**config.mk**
```make
export PLATFORM = sky130hd
export DESIGN_NAME = bin_to_bcd_seq
export DESIGN_NICKNAME = d
export VERILOG_FILES = /design/src/rtl/bin_to_bcd_seq.sv
export SDC_FILE = /design/constraint.sdc
export NUM_CORES = 1
export LEC_CHECK = 0
export CAP_MARGIN = 20
export CORE_MARGIN = 5
export CORE_UTILIZATION = 45
export DETAILED_ROUTE_END_ITERATION = 8
export PLACE_DENSITY = 0.68
export SLEW_MARGIN = 20
export SYNTH_ARGS = -nofsm -noshare
export SYNTH_HDL_FRONTEND = slang
export SYNTH_SLANG_ARGS = --single-unit
```
**constraint.sdc**
```tcl
create_clock -name Clk -period 4.2 [get_ports Clk]
set_input_delay 0.42 -clock Clk [delete_from_list [all_inputs] [get_ports Clk]]
set_output_delay 0.42 -clock Clk [all_outputs]
set_load 0.01 [all_outputs]
```
**src/rtl/bin_to_bcd_seq.sv**
```systemverilog
// Sequential binary-to-BCD converter: saturates the input to the digit range and runs
// one double-dabble step per clock, publishing a held BCD word plus the matching binary.
module bin_to_bcd_seq #(
    parameter int BIN_W   = 14,
    parameter int DIGITS  = 4,
    parameter int SAT_VAL = 9999
) (
    input  logic                  Clk,
    input  logic                  nReset,
    input  logic [BIN_W-1:0]      binIn,
    input  logic                  start,
    output logic                  busy,
    output logic                  done,
    output logic [4*DIGITS-1:0]   bcdOut,
    output logic [BIN_W-1:0]      binOut,
    output logic                  overflow
);

    localparam int BCD_W = 4 * DIGITS;
    localparam int CNT_W = (BIN_W > 1) ? $clog2(BIN_W) : 1;

    localparam logic [BIN_W-1:0] SAT_BIN   = BIN_W'(SAT_VAL);
    localparam logic [CNT_W-1:0] LAST_STEP = CNT_W'(BIN_W - 1);
    localparam logic [CNT_W-1:0] CNT_ONE   = CNT_W'(1);

    localparam logic [1:0] ST_IDLE  = 2'd0;
    localparam logic [1:0] ST_SHIFT = 2'd1;
    localparam logic [1:0] ST_DONE  = 2'd2;

    // A nibble of 5..9 becomes 8..12 so the following shift carries into the next digit.
    function automatic logic [3:0] adjNibble(input logic [3:0] nib);
        logic [3:0] res;
        if (nib >= 4'd5) begin
            res = nib + 4'd3;
        end else begin
            res = nib;
        end
        return res;
    endfunction

    function automatic logic [BCD_W-1:0] adjScratch(input logic [BCD_W-1:0] s);
        logic [BCD_W-1:0] res;
        res = s;
        for (int d = 0; d < DIGITS; d++) begin
            res[d*4 +: 4] = adjNibble(s[d*4 +: 4]);
        end
        return res;
    endfunction

    logic [1:0]        state_r;
    logic [CNT_W-1:0]  cnt_r;
    logic [BCD_W-1:0]  scratch_r;
    logic [BIN_W-1:0]  shift_r;
    logic [BIN_W-1:0]  sat_r;
    logic              ovf_r;

    logic              overInput_s;
    logic [BIN_W-1:0]  satIn_s;
    logic [BCD_W-1:0]  adjusted_s;
    logic [BCD_W-1:0]  stepScratch_s;
    logic [BIN_W-1:0]  stepShift_s;

    // Capture-time saturation and one add-3-then-shift step of the conversion engine.
    always_comb begin
        overInput_s   = 1'b0;
        satIn_s       = binIn;
        adjusted_s    = adjScratch(scratch_r);
        stepScratch_s = {adjusted_s[BCD_W-2:0], shift_r[BIN_W-1]};
        stepShift_s   = {shift_r[BIN_W-2:0], 1'b0};
        if (binIn > SAT_BIN) begin
            overInput_s = 1'b1;
            satIn_s     = SAT_BIN;
        end else begin
            overInput_s = 1'b0;
            satIn_s     = binIn;
        end
    end

    // Control FSM, datapath registers and registered outputs.
    always_ff @(posedge Clk or negedge nReset) begin
        if (!nReset) begin
            state_r   <= ST_IDLE;
            cnt_r     <= '0;
            scratch_r <= '0;
            shift_r   <= '0;
            sat_r     <= '0;
            ovf_r     <= 1'b0;
            busy      <= 1'b0;
            done      <= 1'b0;
            bcdOut    <= '0;
            binOut    <= '0;
            overflow  <= 1'b0;
        end else begin
            done <= 1'b0;
            case (state_r)
                ST_IDLE: begin
                    if (start) begin
                        sat_r     <= satIn_s;
                        shift_r   <= satIn_s;
                        ovf_r     <= overInput_s;
                        scratch_r <= '0;
                        cnt_r     <= '0;
                        busy      <= 1'b1;
                        state_r   <= ST_SHIFT;
                    end else begin
                        busy    <= 1'b0;
                        state_r <= ST_IDLE;
                    end
                end
                ST_SHIFT: begin
                    scratch_r <= stepScratch_s;
                    shift_r   <= stepShift_s;
                    cnt_r     <= cnt_r + CNT_ONE;
                    busy      <= 1'b1;
                    if (cnt_r == LAST_STEP) begin
                        state_r <= ST_DONE;
                    end else begin
                        state_r <= ST_SHIFT;
                    end
                end
                ST_DONE: begin
                    bcdOut   <= scratch_r;
                    binOut   <= sat_r;
                    overflow <= ovf_r;
                    done     <= 1'b1;
                    busy     <= 1'b0;
                    state_r  <= ST_IDLE;
                end
                default: begin
                    busy    <= 1'b0;
                    state_r <= ST_IDLE;
                end
            endcase
        end
    end

endmodule

```
==> results.cfg <==
[synth]
ys_warn_count = 0
yosysSeqAreaShare = 0.586
synth_top_family_by_area = simple AND/OR/NAND/NOR gates
ys_types = 32
synth_xor_area_frac = 0.0195
synth_area_um2 = 3590
syn_avg_cell_area_um2 = 11.5
netlist_instances = 311
syn-num-nets = 338
synthAdderAreaFrac = 0.0349
synth_compound_area_frac = 0.112
yosys.area_share.simple = 0.130
synth.mux.area_fraction = 0.0785
ys_ff_latch = 84

[global_route]
gr-usage-all-layers = 0.150
grt_pass1_wl_mm = 11.8
antenna_found_initial = 0
grt_remaining_overflow = 0
grt_max_degree = 85
grt_pass1_vias = 2495

[timing]
relSlewSlack = 0.329
fin_crit_sh = 0.473
tightest_slew_ps = 1010
tns_ps = 0
finClkSkew_ps = 6.11
setup_viol = 0
fmax_mhz = 503
timing.hold.ws_ps = 112
setup_ws_ps = 2210
finalHoldViolCount = 0
grt_setup_unrepaired = false
fin_crit_ps = 1990
drv_slew = 0

[clock_tree]
cts_hold_buf = 0
postCtsSetupRepairBufs = 0
cts_sinks = 84
htreeDepth = 3
numCtsBuffers = 9
cts_tree = yes
root_buffer = clkbuf_8
post_cts_resized = 0
worstSkewPairLatency_ps = 350
cts.path.max_buffers = 2
path_clk_slew_ps = 80

[run]
maxCapViolations = 0

[drt]
wl_met2_mm = 3.31
vias = 2478
vias_per_cell = 5.35
highest_layer = met4
routedWlPerCell_um = 15.1
drtAntennaViolNets = 0
drt-met1-wl_mm = 3.26
drc = 0
route.met3.wl_um = 357
drt_iter0_drc = 92
wl_mm = 6.99
firstDrtPassIters = 5

[worst_setup_path]
slowest_delay_ps = 750
cp.depth = 4
cp-start-kind = input pin
slowest_stage = nor3b_2
cp_num_buf_inv = 1
reg2regPathDepth = 3
crit_chain = clkdlybuf4s50_1 -> nor3b_2 -> o311ai_4 -> nand3_1
critPathTopFamily = simple AND/OR/NAND/NOR gates
worstSetupPathType = input pin to register
path_max_fanout = 15
worstPathArrival_ps = 2260
setup.worst_path.end_class = register
critical_path_required_ps = 4480

[pwr]
power_density_nw_per_um2 = 672
ir_worst_vdd_v = 0.000297
p_leak_nw = 2.05

[finish]
area_growth_pct = 20.8
n_antenna_cell = 0
layout.nets = 384
layout-drive-gt1-share = 0.127

[floorplan]
die_w_um = 99.3
start_util = 0.462
die_h_um = 99.3
die_area_um2 = 9860
core-area_um2 = 7770
boundaryPins = 50
rows = 32

[placement]
gp_congestion = 0.795
io_buffers = 49
pre_cts_ws_ps = 1870
hpwl_mm = 4.53

[worst_hold_path]
hold_class = input pin to asynchronous set/reset pin

[status]
status = completed
[power by group]
part           internal (mW)  switching, mW  total, mW
clock                  0.321          0.273      0.594
combinational          0.509          0.488      0.998
sequential              1.12          0.205       1.32
total                   1.95          0.966       2.92
[area by class of cell]
| class | instances | area (um^2) |
|---|---|---|
| Clock inverter | 1 | 30.0 |
| Tap cell | 102 | 128 |
| Inverter | 14 | 52.6 |
| Fill cell | 701 | 3430 |
| Timing Repair Buffer | 51 | 507 |
| Sequential cell | 84 | 2100 |
| Clock buffer | 14 | 173 |
| Multi-Input combinational cell | 197 | 1340 |
[routing by layer]
layer  GRT usage  vias to the layer above
met5           0                        -
met3      0.0484                        7
met4      0.0473                        0
li1            -                     1173
met1       0.196                     1231
met2       0.239                       67
[worst register-to-register path: stages (launching register included)]
cell	delay, ps
dfrtp_1	440
nand2b_1	590
buf_4	420
mux2_2	390
[path summary, 6_finish.rpt]
check                                         from  slack [ps]                  endpoint
setup / recovery                             start        2210     sat_r[10]$_DFFE_PN0P_
min in group Clk           shift_r[13]$_DFFE_PN0P_         480  scratch_r[0]$_DFFE_PN0P_
hold / removal                              nReset         110     bcdOut[7]$_DFFE_PN0P_
hold reg to reg            shift_r[13]$_DFFE_PN0P_         480  scratch_r[0]$_DFFE_PN0P_
max in group asynchronous                   nReset        3590    shift_r[5]$_DFFE_PN0P_
setup reg to reg              state_r[0]$_DFF_PN0_        2250    bcdOut[15]$_DFFE_PN0P_
[layout by cell type (no fill, tap or decap), types with 2 or more instances in the layout]
master,Yosys,routed
a21oi_1,4,4
a222oi_1,2,2
a22o_1,2,2
a22oi_1,11,11
a311o_1,2,2
a32o_1,4,4
and3_1,2,2
buf_4,0,2
clkbuf_1,2,2
clkbuf_8,0,12
clkdlybuf4s50_1,0,48
dfrtp_1,84,84
ha_1,10,10
inv_1,13,13
mux2_2,25,25
nand2_1,50,50
nand2b_1,6,6
nand3_1,27,27
nor2_1,5,5
nor3_1,2,2
o21ai_0,21,21
o31ai_1,8,8
xnor2_1,4,4
xor2_1,4,4
[through the flow]
stage               cell area, um^2  instances  power [mW]   util
floorplan                      3590        311        1.97      -
global placement               4130        448        2.30  0.532
detailed placement             4130        448        2.35  0.532
CTS                            4330        463        2.95  0.558
global route                   4340        463        3.13  0.558
finish                         4340        463        2.92  0.558
[logic make-up (layout without fill, tap and decap cells)]
family,count (synthesis),count (layout)
AND/OR/NAND/NOR,98,98
flip-flops,84,84
AO/OA/AOI/OAI,56,56
buffers and inverters,30,80
multiplexers,25,25
adder cells (fa/ha/maj),10,10
XOR/XNOR,8,8
[sequential cells by signal (all words and copies together), names as in the netlist]
register,cells
done,1
ovf_r,1
sat_r,14
overflow,1
cnt_r,4
bcdOut,16
scratch_r,16
shift_r,14
busy,1
binOut,14
state_r,2
[cell usage after synthesis]
| cell | instances | area share |
|---|---|---|
| nor2b_1 | 1 | 0.0017 |
| nor4_4 | 1 | 0.0059 |
| inv_1 | 13 | 0.014 |
| nor2_1 | 5 | 0.0052 |
| and3_1 | 2 | 0.0035 |
| inv_2 | 1 | 0.0010 |
| o21ai_0 | 21 | 0.029 |
| o311ai_4 | 1 | 0.0073 |
| a22o_1 | 2 | 0.0049 |
| xor2_1 | 4 | 0.0098 |
| o31ai_1 | 8 | 0.017 |
| xnor2_1 | 4 | 0.0098 |
| nand2b_1 | 6 | 0.010 |
| mux2_2 | 25 | 0.078 |
| a22oi_1 | 11 | 0.023 |
| ha_1 | 10 | 0.035 |
| a32o_1 | 4 | 0.011 |
| nand4_1 | 1 | 0.0017 |
| o311a_1 | 1 | 0.0028 |
| nor3_1 | 2 | 0.0028 |
| a222oi_1 | 2 | 0.0056 |
| nand2_1 | 50 | 0.052 |
| buf_2 | 12 | 0.017 |
| buf_6 | 2 | 0.0063 |
| or3b_4 | 1 | 0.0031 |
| nor3b_2 | 1 | 0.0035 |
| or2_1 | 1 | 0.0017 |
| a311o_1 | 2 | 0.0056 |
| nand3_1 | 27 | 0.038 |
| clkbuf_1 | 2 | 0.0021 |
| a21oi_1 | 4 | 0.0056 |
| dfrtp_1 | 84 | 0.59 |
(Power assumes the default switching activity.)
